[src/rtl/rst_seq_pkg.sv]
// Shared types for the reset sequencer: FSM states, reset-cause codes, counter widths.
// Pure declarations; no timing or backpressure of its own.
package rst_pkg;

   typedef enum logic [1:0] {
      ST_HOLD    = 2'd0,
      ST_RELEASE = 2'd1,
      ST_RUN     = 2'd2
   } state_t;

   typedef enum logic [1:0] {
      CAUSE_EXT  = 2'd0,
      CAUSE_SOFT = 2'd1,
      CAUSE_WDT  = 2'd2
   } cause_t;

   localparam int RST_CNT_W = 8;

   function automatic int max3(input int a, input int b, input int c);
      int m;
      m = (a > b) ? a : b;
      return (m > c) ? m : c;
   endfunction

endpackage

[src/rtl/rst_seq_if.sv]
// Control/status bundle between the reset sequencer and its user.
// Requests are single-cycle strobes; status outputs are registered, no backpressure.
interface rst_seq_if #(
   parameter int NUM_DOMAINS = 2
) ();
   import rst_pkg::*;

   logic                   soft_req;
   logic                   wdt_kick;
   logic [NUM_DOMAINS-1:0] rst_out;
   logic                   busy;
   logic [1:0]             cause;
   logic [RST_CNT_W-1:0]   reset_count;

   modport master (
      output soft_req, wdt_kick,
      input  rst_out, busy, cause, reset_count
   );

   modport slave (
      input  soft_req, wdt_kick,
      output rst_out, busy, cause, reset_count
   );

endinterface

[src/rtl/rst_seq_wdt_cnt.sv]
// Watchdog counter: flags expiry combinationally in the cycle the terminal count is seen un-kicked.
// Counter restarts on clear, kick or expiry; no backpressure.
module wdt_cnt #(
   parameter int WDT_CYCLES = 1024,
   parameter int WDT_EN     = 1
) (
   input  logic clk,
   input  logic clear,
   input  logic enable,
   input  logic kick,
   output logic expire
);

   localparam int             W_W    = $clog2(WDT_CYCLES);
   localparam logic [W_W-1:0] W_LAST = W_W'(WDT_CYCLES - 1);

   logic [W_W-1:0] wdt;

   assign expire = (WDT_EN != 0) && enable && !kick && (wdt == W_LAST);

   // With the watchdog disabled the count simply wraps, so it never saturates or overflows.
   always_ff @(posedge clk) begin
      if (clear) begin
         wdt <= '0;
      end else if (enable) begin
         if (kick || (wdt == W_LAST)) begin
            wdt <= '0;
         end else begin
            wdt <= wdt + 1'b1;
         end
      end
   end

endmodule

[src/rtl/rst_seq.sv]
// Reset sequencer: holds all domains, releases them one by one, then watches for soft/watchdog re-resets.
// Outputs change on the edge after the triggering input; requests are never stalled.
module rst_seq
   import rst_pkg::*;
#(
   parameter int NUM_DOMAINS    = 2,
   parameter int HOLD_CYCLES    = 4,
   parameter int STAGGER_CYCLES = 2,
   parameter int WDT_EN         = 1,
   parameter int WDT_CYCLES     = 1024
) (
   input logic     clk,
   input logic     rst,
   rst_seq_if.slave bus
);

   localparam int CNT_MAX = max3(HOLD_CYCLES, STAGGER_CYCLES, WDT_CYCLES);
   localparam int CNT_W   = $clog2(CNT_MAX + 1);
   localparam int IDX_W   = (NUM_DOMAINS > 1) ? $clog2(NUM_DOMAINS) : 1;

   localparam logic [CNT_W-1:0] H_LAST = CNT_W'(HOLD_CYCLES - 1);
   localparam logic [CNT_W-1:0] S_LAST = CNT_W'(STAGGER_CYCLES - 1);
   localparam logic [IDX_W-1:0] I_LAST = IDX_W'(NUM_DOMAINS - 1);

   state_t           state;
   logic [CNT_W-1:0] cnt;
   logic [IDX_W-1:0] idx;
   logic             expire;
   logic             wdt_clear;
   logic             reenter;

   // Soft requests are honoured outside HOLD; expiry can only assert in RUN.
   assign reenter   = (bus.soft_req && (state != ST_HOLD)) || expire;
   assign wdt_clear = rst || (state != ST_RUN) || bus.soft_req;

   wdt_cnt #(
      .WDT_CYCLES (WDT_CYCLES),
      .WDT_EN     (WDT_EN)
   ) u_wdt (
      .clk    (clk),
      .clear  (wdt_clear),
      .enable (state == ST_RUN),
      .kick   (bus.wdt_kick),
      .expire (expire)
   );

   always_ff @(posedge clk) begin
      if (rst) begin
         state           <= ST_HOLD;
         cnt             <= '0;
         idx             <= '0;
         bus.rst_out     <= '1;
         bus.busy        <= 1'b1;
         bus.cause       <= CAUSE_EXT;
         bus.reset_count <= '0;
      end else if (reenter) begin
         state       <= ST_HOLD;
         cnt         <= '0;
         idx         <= '0;
         bus.rst_out <= '1;
         bus.busy    <= 1'b1;
         bus.cause   <= bus.soft_req ? CAUSE_SOFT : CAUSE_WDT;
         if (bus.reset_count != '1) begin
            bus.reset_count <= bus.reset_count + 1'b1;
         end
      end else begin
         case (state)
            ST_HOLD: begin
               if (cnt == H_LAST) begin
                  state       <= ST_RELEASE;
                  cnt         <= '0;
                  idx         <= '0;
                  bus.rst_out <= bus.rst_out << 1;
               end else begin
                  cnt <= cnt + 1'b1;
               end
            end
            ST_RELEASE: begin
               if (cnt == S_LAST) begin
                  cnt <= '0;
                  if (idx == I_LAST) begin
                     state    <= ST_RUN;
                     bus.busy <= 1'b0;
                  end else begin
                     // Domains drop in index order, so a left shift frees the next one.
                     idx         <= idx + 1'b1;
                     bus.rst_out <= bus.rst_out << 1;
                  end
               end else begin
                  cnt <= cnt + 1'b1;
               end
            end
            ST_RUN: begin
               cnt <= '0;
            end
            default: begin
               state       <= ST_HOLD;
               cnt         <= '0;
               idx         <= '0;
               bus.rst_out <= '1;
               bus.busy    <= 1'b1;
            end
         endcase
      end
   end

endmodule

[src/flat_wrapper.sv]
// flat-port wrapper written by rule: the top's interface ports become plain ports
module rst_seq_flat import rst_pkg::*;
#(
   parameter int NUM_DOMAINS    = 2,
   parameter int HOLD_CYCLES    = 4,
   parameter int STAGGER_CYCLES = 2,
   parameter int WDT_EN         = 1,
   parameter int WDT_CYCLES     = 1024
)
  (clk, rst, bus_soft_req, bus_wdt_kick, bus_rst_out, bus_busy, bus_cause, bus_reset_count);
  rst_seq_if #(.NUM_DOMAINS(NUM_DOMAINS)) bus_i ();
  input logic clk;
  input logic rst;
  input wire logic [$bits(bus_i.soft_req)-1:0] bus_soft_req;
  input wire logic [$bits(bus_i.wdt_kick)-1:0] bus_wdt_kick;
  output wire logic [$bits(bus_i.rst_out)-1:0] bus_rst_out;
  output wire logic [$bits(bus_i.busy)-1:0] bus_busy;
  output wire logic [$bits(bus_i.cause)-1:0] bus_cause;
  output wire logic [$bits(bus_i.reset_count)-1:0] bus_reset_count;
  assign bus_i.soft_req = bus_soft_req;
  assign bus_i.wdt_kick = bus_wdt_kick;
  assign bus_rst_out = bus_i.rst_out;
  assign bus_busy = bus_i.busy;
  assign bus_cause = bus_i.cause;
  assign bus_reset_count = bus_i.reset_count;
  rst_seq #(.NUM_DOMAINS(NUM_DOMAINS), .HOLD_CYCLES(HOLD_CYCLES), .STAGGER_CYCLES(STAGGER_CYCLES), .WDT_EN(WDT_EN), .WDT_CYCLES(WDT_CYCLES)) u_core (.clk(clk), .rst(rst), .bus(bus_i));
endmodule
[config.mk]
export PLATFORM = sky130hd
export DESIGN_NAME = rst_seq_flat
export DESIGN_NICKNAME = d
export VERILOG_FILES = /design/src/rtl/rst_seq_pkg.sv /design/src/rtl/rst_seq_if.sv /design/src/rtl/rst_seq_wdt_cnt.sv /design/src/rtl/rst_seq.sv /design/src/flat_wrapper.sv
export SDC_FILE = /design/constraint.sdc
export NUM_CORES = 1
export LEC_CHECK = 0
export ABC_CLOCK_PERIOD_IN_PS = 3900
export BUFFER_PORTS_ARGS = -buffer_cell sky130_fd_sc_hd__buf_2
export CAP_MARGIN = 25
export CELL_PAD_IN_SITES_DETAIL_PLACEMENT = 1
export CELL_PAD_IN_SITES_GLOBAL_PLACEMENT = 1
export CORE_MARGIN = 1.5
export CORE_UTILIZATION = 35
export CTS_CLUSTER_DIAMETER = 150
export DETAILED_ROUTE_END_ITERATION = 8
export GPL_ROUTABILITY_DRIVEN = 0
export PLACE_DENSITY_LB_ADDON = 0.1
export SYNTH_ARGS = -nofsm -noshare
export SYNTH_HDL_FRONTEND = slang
export SYNTH_HIERARCHICAL = 1
export SYNTH_SLANG_ARGS = --single-unit
[constraint.sdc]
create_clock -name clk -period 3.9 [get_ports clk]
set_input_delay 0.585 -clock clk [delete_from_list [all_inputs] [get_ports clk]]
set_output_delay 0.585 -clock clk [all_outputs]
set_load 0.01 [all_outputs]
# Yosys cells after proc, flatten, opt, wreduce, memory -nomap -nowiden
# Index checks and enable logic that the tools add are counted.
[word_totals]
reg_bits = 37
input_bits = 4
word_cells = 62
output_inout_bits = 13
[classes]
eq_ne = 11
n_reduce_logical = 17
addsub = 4
mux = 20
n_bitwise = 2
[ops]
columns = ["cell", "count"]
rows = [
  ["$mux W11", 2],
  ["$pmux W11 S2", 1],
  ["$mux W2", 7],
  ["$pmux W2 S3", 2],
  ["$add A11 B1 Y11 const B", 1],
  ["$eq A11 B1 Y1 const B", 1],
  ["$eq A11 B2 Y1 const B", 1],
  ["$add A10 B1 Y10 const B", 1],
  ["$eq A10 B10 Y1 const B", 1],
  ["$mux W10", 1],
  ["$add A8 B1 Y8 const B", 1],
  ["$ne A8 B8 Y1 const B", 1],
  ["$reduce_and A4 Y1", 2],
  ["$ne A2 B1 Y1 const B", 3],
  ["$reduce_and A3 Y1", 2],
  ["$mux W1", 5],
  ["$logic_or A1 B1 Y1", 4],
  ["$ne A2 B2 Y1 const B", 2],
  ["$reduce_or A2 Y1", 2],
  ["$logic_and A1 B1 Y1", 3],
  ["$pmux W1 S3", 1],
  ["$eq A2 B1 Y1 const B", 1],
  ["$eq A2 B2 Y1 const B", 1],
  ["$logic_not A2 Y1", 1],
  ["other kinds (6)", 7],
]

# Logic depth before layout (Yosys ltp)
[logic_depth]
depth_word = 5
depth_mapped = 10

# Hierarchy
# The synthesis kept the hierarchy.
[modules_own_cells]
columns = ["mod", "area_per_inst_um2", "cells_per_inst", "n_inst", "seq_area_each_um2"]
rows = [
  ["rst_seq", 1357.6, 153, 1, 540.5],
  ["wdt_cnt", 491.7, 58, 1, 200.2],
]

# Least setup slack after synthesis
# No wires, ideal clock.
[synth_timing]
kind = "register to register"
startpoint = "reg u_core.u_wdt.wdt[0]"
endpoint = "reg u_core.bus.reset_count[6]"
path_stages_with_launch = 8
arrival_ns = 1.991
required_ns = 3.777
setup_slack_ns = 1.785
setup_time_ns = 0.123
synth_period_minus_slack_ns = 2.115
n_path_buf = 0
cell_sequence = "dfxtp_1 -> ha_1 -> nand3_1 -> or3_4 -> nor2_1 -> nor2_4 -> nor4_2 -> mux2_1"
[synth_via]
elab_chain_len = 4
[synth_lines]
columns = ["item", "line_no", "source"]
rows = [
  ["from (decl)", "rst_seq_wdt_cnt.sv:17", "logic [W_W-1:0] wdt;"],
  ["from (signal assigned)", "rst_seq_wdt_cnt.sv:29", "wdt <= wdt + 1'b1;"],
  ["$eq A10 B10 Y1", "rst_seq_wdt_cnt.sv:19", "assign expire = (WDT_EN != 0) && enable && !kick && (wdt == W_LAST);"],
  ["$logic_and A1 B1 Y1", "rst_seq_wdt_cnt.sv:19", ""],
  ["via u_core.expire", "rst_seq.sv:28", "logic expire;"],
  ["$logic_or A1 B1 Y1", "rst_seq.sv:33", "assign reenter = (bus.soft_req && (state != ST_HOLD)) || expire;"],
  ["$reduce_and A2 Y1 (no line)", "n/a", ""],
  ["to (signal assigned)", "rst_seq.sv:64", "bus.reset_count <= bus.reset_count + 1'b1;"],
  ["to (decl)", "rst_seq_if.sv:22", "output rst_out, busy, cause, reset_count"],
]
# The timed path passes the listed nets, and every way through them passes these cells.
# A chain may end at the register's enable or synchronous reset.

# Worst setup path in the final report
[layout_timing]
startpoint = "reg u_core.state[1]"
endpoint = "reg u_core.bus.reset_count[6]"
[layout_via]
elab_chain_len = 5
word_cells_on_any_way = 7
cone_classes = "1 x eq/ne; 6 x reduce/logical"
[layout_lines]
columns = ["item", "line_no", "source"]
rows = [
  ["from (decl)", "rst_seq.sv:25", "state_t state;"],
  ["from (signal assigned)", "rst_seq.sv:49", "state <= ST_HOLD;"],
  ["from (signal assigned)", "rst_seq.sv:57", "state <= ST_HOLD;"],
  ["from (signal assigned)", "rst_seq.sv:70", "state <= ST_RELEASE;"],
  ["$eq A2 B2 Y1", "rst_seq.sv:42", ".enable (state == ST_RUN),"],
  ["$logic_and A1 B1 Y1 (2 in series)", "rst_seq_wdt_cnt.sv:19", ""],
  ["via u_core.expire", "rst_seq.sv:28", ""],
  ["$logic_or A1 B1 Y1", "rst_seq.sv:33", ""],
  ["$reduce_and A2 Y1 (no line)", "n/a", ""],
]
# The timed path passes the listed nets, and every way through them passes these cells.

==> results.json <==
{
  "outcome": "finished clean",
  "num_antenna_cells": 0,
  "fin_setup_tns_ns": 0,
  "grt_setup_unrepaired": "no",
  "synth_most_common_cell": "dfxtp_1",
  "avgSynthCellArea_um2": 8.764,
  "utilization_pct": 40.25,
  "cts_buffers": 5,
  "fin_skew_ns": 0.006257,
  "placementRows": 26,
  "critPathRequiredTime_ns": 4.08,
  "worstHoldStart": "u_core/bus.cause[0]",
  "clock-root-buffer": "clkbuf_8",
  "grt_pass1_wl_mm": 6.969,
  "first_pass_iters": 4,
  "cap_violations": 0,
  "core-area_um2": 5107,
  "async_flop_share_pct": 0,
  "ys_seq_elements": 37,
  "die_h_um": 75.69,
  "syn_inst": 211,
  "fin_nets": 236,
  "worst_pin_slew_ns": 0.6068,
  "yosys_most_used_dff": "dfxtp_1",
  "ys_top_cells_by_area": "dfxtp_1 40%, nor2_1 7.1%, xnor2_1 3.8%",
  "clock_sinks": 37,
  "clk_pin_slew_ns": 0.08,
  "drt-total-wl_mm": 4.125,
  "viasPerCell": 5.117,
  "wl_per_cell_um": 13.80,
  "r2r_end": "u_core/bus.reset_count[6]",
  "syn_nets": 219,
  "grt_use_total_pct": 15.94,
  "end_kind": "register",
  "yosys-top-cells-count": "37 x dfxtp_1, 35 x nor2_1, 18 x nand2_1",
  "dieArea_um2": 5729,
  "htreeDepth": 2,
  "ant_nets": 0,
  "dpl.hpwl_mm": 3.056,
  "min_to": "u_core/bus.cause[0]",
  "route.detailed.drc": 0,
  "worstSetupPathType": "register to register",
  "grt_pass1_vias": 1558,
  "slew_headroom_pct": 59.46,
  "use_met3_pct": 4.894,
  "setup_viol": 0,
  "stdcell_count": 299,
  "cts_buffer_depth": 2,
  "period_minus_slack_ns": 2.424,
  "path_max_fanout": 10,
  "synth_enable_flop_cells": 0,
  "worst_slack_ns": 1.476,
  "io-pin-count": 17,
  "dr.first_iter.drc_count": 63,
  "hold_ws_ns": 0.4728,
  "yosysSeqAreaShare_pct": 40.05,
  "start_util_pct": 36.21,
  "vias": 1530,
  "fin_crit_sh_pct": 62.16,
  "yosysWarnings": 6,
  "r2r-start": "u_core/state[1]",
  "drive_gt1_share_pct": 17.03,
  "reg2reg_depth": 6,
  "postCtsSetupBuffers": 0,
  "die_x_um": 75.69,
  "powerDensity_nw_per_um2": 348.7,
  "antenna_found_initial": 0,
  "gr-max-usage-layer": "met2",
  "portBuffers": 16,
  "clock.fmax_mhz": 412.5,
  "areaGrowthSynthToFinish_pct": 11.16,
  "dp.cells": 291,
  "synth.distinct_cells": 48,
  "critPathLaunchType": "register",
  "p_leak_uw": 0.0007111,
  "clk_latency_ns": 0.29,
  "grt_overflow": 0,
  "yosysTopAreaCell": "dfxtp_1",
  "grt_max_degree": 18,
  "post_cts_resized": 0,
  "post-place-ws_ns": 1.468,
  "hold_buffers": 0,
  "yosysTopAreaCellShare_pct": 40.05,
  "syn_area_um2": 1849,
  "cts_tree": "yes",
  "holdPathStages": 2,
  "drv_slew": 0,
  "met2_usage_pct": 27.58,
  "finalHoldViolCount": 0,
  "critPathArrivalTime_ns": 2.60,
  "hold_class": "register to register",
  "r2r_slack_ns": 1.48,
  "vdd_drop_max_v": 0.0001742,
  "use_met1_pct": 19.32
}
==> sequential cells by signal, indices dropped and copies added, names as in the netlist <==
signal	cells
u_core/cnt	11
u_core/u_wdt/wdt	10
u_core/bus.reset_count	8
u_core/bus.cause	2
u_core/bus.rst_out	2
u_core/state	2
u_core/bus.busy	1
u_core/idx	1
==> report_power, final <==
part / total [uW] / switching [uW] / internal, uW
Clock: 261 / 134 / 127
Sequential: 400 / 13.1 / 386
Combinational: 56.2 / 33.3 / 22.9
==> layout by cell type (no fill, tap or decap), types with 3 or more instances in the layout <==
master,count
clkbuf_1,3
nor2b_1,5
o21a_1,3
nand2_1,18
buf_2,16
clkbuf_8,5
nor2_1,35
a211oi_1,3
inv_1,6
dfxtp_1,37
nand4_1,6
o21ai_1,3
xor2_1,8
xnor2_1,8
nor3_1,12
a21oi_1,8
ha_1,4
nand3_1,12
nand2b_1,3
==> routing by layer <==
metal  up-vias  share of wire [%]
li1        770                  -
met1       740                 46
met2        18                 51
met3         2                3.0
met4         0               0.63
met5         -                  0
==> kinds of logic (layout without fill, tap and decap cells) <==
logic type / after synthesis / count (layout) / share of synthesized area [%]
AND/OR/NAND/NOR: 108 / 108 / 32.00
flip-flops: 37 / 37 / 40.05
AO/OA/AOI/OAI: 30 / 30 / 11.84
XOR/XNOR: 16 / 16 / 7.578
buffers and inverters: 12 / 30 / 3.450
adder cells (fa/ha/maj): 4 / 4 / 2.706
multiplexers: 4 / 4 / 2.368
==> worst max path at each step <==
stage                                   start                        end  slack, ns
final                         u_core/state[1]  u_core/bus.reset_count[6]       1.48
after global routing          u_core/state[1]  u_core/bus.reset_count[6]       1.26
after CTS                     u_core/state[1]  u_core/bus.reset_count[6]       1.46
after detailed placement      u_core/state[1]  u_core/bus.reset_count[6]       1.47
after global placement        u_core/state[1]  u_core/bus.reset_count[6]       1.59
after floorplan           u_core/u_wdt/wdt[0]  u_core/bus.reset_count[6]       1.79
==> final cells by class <==
class / instances / area [um^2]
fill: 632 / 3052
multi-input combinational: 162 / 1045
sequential: 37 / 740.7
tap: 70 / 87.58
clock buffer: 8 / 80.08
timing repair buffer: 16 / 80.08
inverter: 6 / 22.52
==> through the flow <==
step                      cell area [um^2]  total power (uW)
after detailed placement              1976             465.7
final                                 2056             716.8
after global routing                  2056             754.9
after global placement                1976             463.5
after CTS                             2056             732.7
after floorplan                       1849             449.1
==> worst max-delay path, stage by stage, from the launching register on <==
cell      delay [ns]
dfxtp_1         0.51
nor2b_1         0.56
nand2b_1        0.14
nor2_1          0.34
nor2_4          0.12
nor4_2          0.28
mux2_1          0.35
Note: power is estimated with default switching activity, not from simulation.
